`config.mk`:
```
export PLATFORM = sky130hd
export DESIGN_NAME = rr_dec_arb8
export DESIGN_NICKNAME = d
export VERILOG_FILES = /design/src/rtl/rr_dec_arb8_pkg.sv /design/src/rtl/rr_dec_arb8_pick8.sv /design/src/rtl/rr_dec_arb8.sv
export SDC_FILE = /design/constraint.sdc
export NUM_CORES = 1
export LEC_CHECK = 0
export CORE_MARGIN = 10
export CORE_UTILIZATION = 51
export DETAILED_ROUTE_END_ITERATION = 10
export PLACE_DENSITY_LB_ADDON = 0.08
export SETUP_SLACK_MARGIN = 0.4
export SYNTH_ARGS = -nofsm -noshare
export SYNTH_HDL_FRONTEND = slang
export SYNTH_SLANG_ARGS = --single-unit
```
`constraint.sdc`:
```
create_clock -name clk -period 3.8 [get_ports clk]
set_input_delay 0.76 -clock clk [delete_from_list [all_inputs] [get_ports clk]]
set_output_delay 0.76 -clock clk [all_outputs]
set_load 0.01 [all_outputs]
```
`src/rtl/rr_dec_arb8_pkg.sv`:
```
// Shared types and helpers for the rr_dec_arb8 round-robin arbiter.
// Holds the FSM state enum, sizing constants and the one-hot decode rule.
package rr_dec_arb8_pkg;

    localparam int NREQ  = 8;
    localparam int IDX_W = 3;

    typedef enum logic {
        IDLE  = 1'b0,
        GRANT = 1'b1
    } state_e;

    // 3-to-8 decode: out = en ? (1 << idx) : 0
    function automatic logic [NREQ-1:0] dec_1hot(
        input logic             en,
        input logic [IDX_W-1:0] idx
    );
        dec_1hot = en ? (NREQ'(1) << idx) : '0;
    endfunction

endpackage

```
`src/rtl/rr_dec_arb8_pick8.sv`:
```
// Combinational rotate-priority picker: first set req bit at or above
// ptr, wrapping from 7 back to 0.
module rr_pick8
    import rr_dec_arb8_pkg::*;
(
    input  logic [NREQ-1:0]  req,
    input  logic [IDX_W-1:0] ptr,
    output logic             any,
    output logic [IDX_W-1:0] idx
);

    logic             found;
    logic [IDX_W-1:0] cand;

    // Scan upward from ptr; 3-bit add gives the 7->0 wrap for free.
    always_comb begin
        any   = |req;
        idx   = '0;
        found = 1'b0;
        cand  = '0;
        for (int j = 0; j < NREQ; j++) begin
            cand = ptr + IDX_W'(j);
            if (!found && req[cand]) begin
                idx   = cand;
                found = 1'b1;
            end
        end
    end

endmodule

```
`src/rtl/rr_dec_arb8.sv`:
```
// Eight-way round-robin arbiter with a hold timeout and a global enable.
// Winner kept as a 3-bit code; gnt is its registered one-hot decode.
module rr_dec_arb8
    import rr_dec_arb8_pkg::*;
#(
    parameter int unsigned MAX_HOLD = 16
) (
    input  logic             clk,
    input  logic             rst,
    input  logic             en,
    input  logic [NREQ-1:0]  req,
    output logic [NREQ-1:0]  gnt,
    output logic [IDX_W-1:0] gnt_idx,
    output logic             gnt_vld,
    output logic             tout
);

    localparam logic [7:0] HOLD_MAX = 8'(MAX_HOLD);

    state_e           state_q, state_d;
    logic [IDX_W-1:0] ptr_q, ptr_d;
    logic [7:0]       hold_cnt_q, hold_cnt_d;
    logic [IDX_W-1:0] gnt_idx_q, gnt_idx_d;
    logic             gnt_vld_q, gnt_vld_d;
    logic             tout_q, tout_d;
    logic [NREQ-1:0]  gnt_q, gnt_d;

    logic             pick_any;
    logic [IDX_W-1:0] pick_idx;
    logic             rel;

    rr_pick8 u_pick (
        .req (req),
        .ptr (ptr_q),
        .any (pick_any),
        .idx (pick_idx)
    );

    // Next-state logic: grant from IDLE, release on drop or hold limit.
    always_comb begin
        state_d    = state_q;
        ptr_d      = ptr_q;
        hold_cnt_d = hold_cnt_q;
        gnt_idx_d  = gnt_idx_q;
        gnt_vld_d  = gnt_vld_q;
        tout_d     = 1'b0;
        rel        = 1'b0;
        unique case (state_q)
            IDLE: begin
                if (en && pick_any) begin
                    state_d    = GRANT;
                    gnt_idx_d  = pick_idx;
                    gnt_vld_d  = 1'b1;
                    hold_cnt_d = 8'd1;
                end
            end
            GRANT: begin
                rel = !req[gnt_idx_q] ||
                      (hold_cnt_q == HOLD_MAX);
                if (rel) begin
                    state_d    = IDLE;
                    gnt_vld_d  = 1'b0;
                    ptr_d      = gnt_idx_q + 3'd1;
                    hold_cnt_d = 8'd0;
                    // still requesting => the limit cut it
                    tout_d     = req[gnt_idx_q];
                end else begin
                    hold_cnt_d = hold_cnt_q + 8'd1;
                end
            end
        endcase
        gnt_d = dec_1hot(gnt_vld_d, gnt_idx_d);
    end

    // State and output registers; reset clears grant immediately.
    always_ff @(posedge clk or posedge rst) begin
        if (rst) begin
            state_q    <= IDLE;
            ptr_q      <= '0;
            hold_cnt_q <= '0;
            gnt_idx_q  <= '0;
            gnt_vld_q  <= 1'b0;
            tout_q     <= 1'b0;
            gnt_q      <= '0;
        end else begin
            state_q    <= state_d;
            ptr_q      <= ptr_d;
            hold_cnt_q <= hold_cnt_d;
            gnt_idx_q  <= gnt_idx_d;
            gnt_vld_q  <= gnt_vld_d;
            tout_q     <= tout_d;
            gnt_q      <= gnt_d;
        end
    end

    assign gnt     = gnt_q;
    assign gnt_idx = gnt_idx_q;
    assign gnt_vld = gnt_vld_q;
    assign tout    = tout_q;

endmodule

```
==> metrics.csv <==
metric,value,unit
largest net degree at the start of global routing,26,
clk slew on worst S/H paths,0.09,ns
cts bufs inserted,3,
first drt pass iteration count,6,
max-slew violation count,0,
final RePlAce weighted congestion,0.8881,
die extent in x,83.57,microns
Yosys cell types,52,
full die area,6983,sq um
register area,625.6,sq um
# rows,23,
Worst Clk Skew,0.004635,ns
clk_lat worst skew,0.26,ns
cts-stage hold buffer count,0,
r2r startpoint,ptr_q[0],
I/O Buffers,23,
hpwl dp,3828,microns
post_cts resized,0,
PwrDens,961.2,nW/um^2
Final Hold Viols,0,
CP Launch Type,primary input,
CTS tree,done,
top-count cell post-synth,dfrtp_1,
WS Path Type,in -> reg,
total number of vias,1743,
synthesized area,2061,sq um
critical path arrival,3.52,ns
"Seq/Total Area, Yosys",0.3036,
sequential power share,0.186,
Tmin final,3.329,ns
ys async rst share,1.000,
Min-Delay Path Depth,1,
status,"finished, final reports clean",
Final ANT Viol Nets,0,
fmax,0.3004,GHz
Tcrit/Tclk final,0.8761,
min-delay src,hold_cnt_q[7],
Avg WL per Cell,17.67,microns
worst slew pin tran,0.9264,ns
vias in the first global route,1767,
Clk pwr share,0.067,
Pleak,0.001017,uW
R2R Setup Slk,0.58,ns
Hold WS,0.4855,ns
final net count,250,
Worst Hold Class,reg -> reg,
initial drt markers,183,
Syn Nets,225,
Finished Core Util,0.6116,
ranking of synthesized cells by area,"dfrtp_1, mux4_2, mux2i_1",
DRT Wirelength,5000,microns
# H-tree levels,1,
area delta synth->final,17.00,%
Logic pwr share,0.747,
Worst setup startpoint,req[6],
Starting Density,0.5227,
Vias/cell,6.159,
sw power,1084,uW
area share of the largest cell type after synthesis,0.3036,
multi-input logic area,1339,sq um
critical-path maximum fanout,8,
Synth Instances,209,
Sink Count,25,
Mean Syn Cell Area,9.860,sq um
Post-synth EDFFs,0,
Yosys reg bits,25,
Worst EP required,3.99,ns
Setup Buffers After CTS,0,
Die Span Y,83.57,microns
"top cells by count, synth","dfrtp_1, nand2_1, inv_1, o21ai_0, mux2i_1",
total global routing overflow,0,
Max Cap Viol,0,
I/O pins,24,
Worst Setup EP,gnt[3],
initial antenna violation count,0,
global-route usage over all layers,0.1416,
Core ar.,3943,sq um
setup TNS after final layout,0,ns
top_reg_cell synth,dfrtp_1,
Power Total,2317,uW
Bufs on Longest Clock Path,2,
# setup viols final,0,
first-pass GRT wire length,8631,microns
Pint,1234,uW
sw frac,0.4676,
relative slew slack,0.3817,
Clock Tree Root,clkbuf_8,
layout cell share with drive strength beyond 1,0.1717,
Filler Cell Count,341,
Worst Setup End Kind,flip-flop,
VDD IR max,0.0004663,V
drc violations,0,
RSZ-0062 raised after global routing,true,
Reg-to-Reg End,gnt[3],
Reg2Reg Depth,9,
Synth warnings,0,
n_diodes,0,
Synth area leader,dfrtp_1,
-- power groups by stage --
stage	sequential [uW]	clock, uW	combinational [uW]
final	431	156	1730
after global routing	444	175	1900
after CTS	433	161	1710
after detailed placement	437	0	1710
after global placement	438	0	1670
after floorplan	456	0	1270
-- routing by layer --
| metal | share of wire | vias up | global-route usage |
|---|---|---|---|
| met1 | 0.43 | 846 | 0.1746 |
| met5 | 0 | - | 0 |
| li1 | - | 846 | - |
| met4 | 0.012 | 0 | 0.03044 |
| met3 | 0.037 | 6 | 0.01758 |
| met2 | 0.52 | 45 | 0.2537 |
-- worst max-delay path: stages --
cell and delay [ns]:
clkdlybuf4s50_1 0.55, mux4_1 0.53, mux2_4 0.30, o32ai_4 0.30, and3_4 0.27, a21oi_1 0.08
or4_4 0.54, nor3b_2 0.19
-- logic make-up after synthesis --
| kind of cell | after synthesis | share of synthesized area |
|---|---|---|
| AOI/OAI and AO/OA | 51 | 0.1737 |
| and+or+nand+nor | 67 | 0.1791 |
| muxes | 32 | 0.2380 |
| adders and majority gates | 5 | 0.03036 |
| xor gates and xnor gates | 6 | 0.02550 |
| DFF | 25 | 0.3036 |
| buffers and inverters | 23 | 0.04978 |
-- flip-flops by register name (all words and copies together) (netlist names) --
name,cells
gnt,8
gnt_idx,3
gnt_vld,1
hold_cnt_q,8
ptr_q,3
state_q,1
tout,1
-- placed cells by master, fill, tap and decap left out, types with 2 or more instances in the layout --
cell,netlist,layout
dfrtp_1,25,25
and2_1,2,2
clkdlybuf4s50_1,0,20
nor3_1,7,7
mux2_2,6,6
nand3b_1,2,2
xnor2_1,5,5
o211ai_1,2,2
nand3_1,5,5
o221ai_1,2,2
mux4_2,10,11
nand2_1,17,17
a31oi_1,4,4
nor2b_1,2,2
nor4_1,3,3
a41o_1,2,2
a21oi_1,8,8
nor3b_1,3,3
and3_1,2,2
mux2i_1,13,13
inv_1,14,14
ha_1,5,4
nor3b_2,2,2
o22ai_1,3,3
dlymetal6s2s_1,0,3
o21ai_0,14,14
buf_4,0,6
nor2_1,11,11
clkbuf_8,0,3
a21o_1,2,2
nand2b_1,4,4
or2_2,2,2
-- through the flow --
step / cell area [sq um] / worst slack (ns) / cells
floorplan: 2073 / 0.4466 / 209
global placement: 2356 / 0.1968 / 279
detailed placement: 2356 / 0.1875 / 279
CTS: 2405 / 0.4673 / 283
global route: 2411 / 0.3949 / 283
finish: 2411 / 0.4710 / 283
-- worst min-delay path by stage --
stage | endpoint | slack [ns]
after floorplan | hold_cnt_q[7] | 0.45
after global placement | hold_cnt_q[7] | 0.47
after detailed placement | hold_cnt_q[7] | 0.46
after CTS | hold_cnt_q[7] | 0.48
after global routing | hold_cnt_q[7] | 0.52
final | hold_cnt_q[7] | 0.49
-- cell type report --
type | count | area share
timing repair buffer | 29 | 0.1173
clock inverter | 1 | 0.003114
multi-input combinational | 161 | 0.5553
tap | 50 | 0.02595
inverter | 14 | 0.02180
clock buffer | 3 | 0.01713
sequential | 25 | 0.2595
No activity file was read; power rests on OpenSTA's default activity.
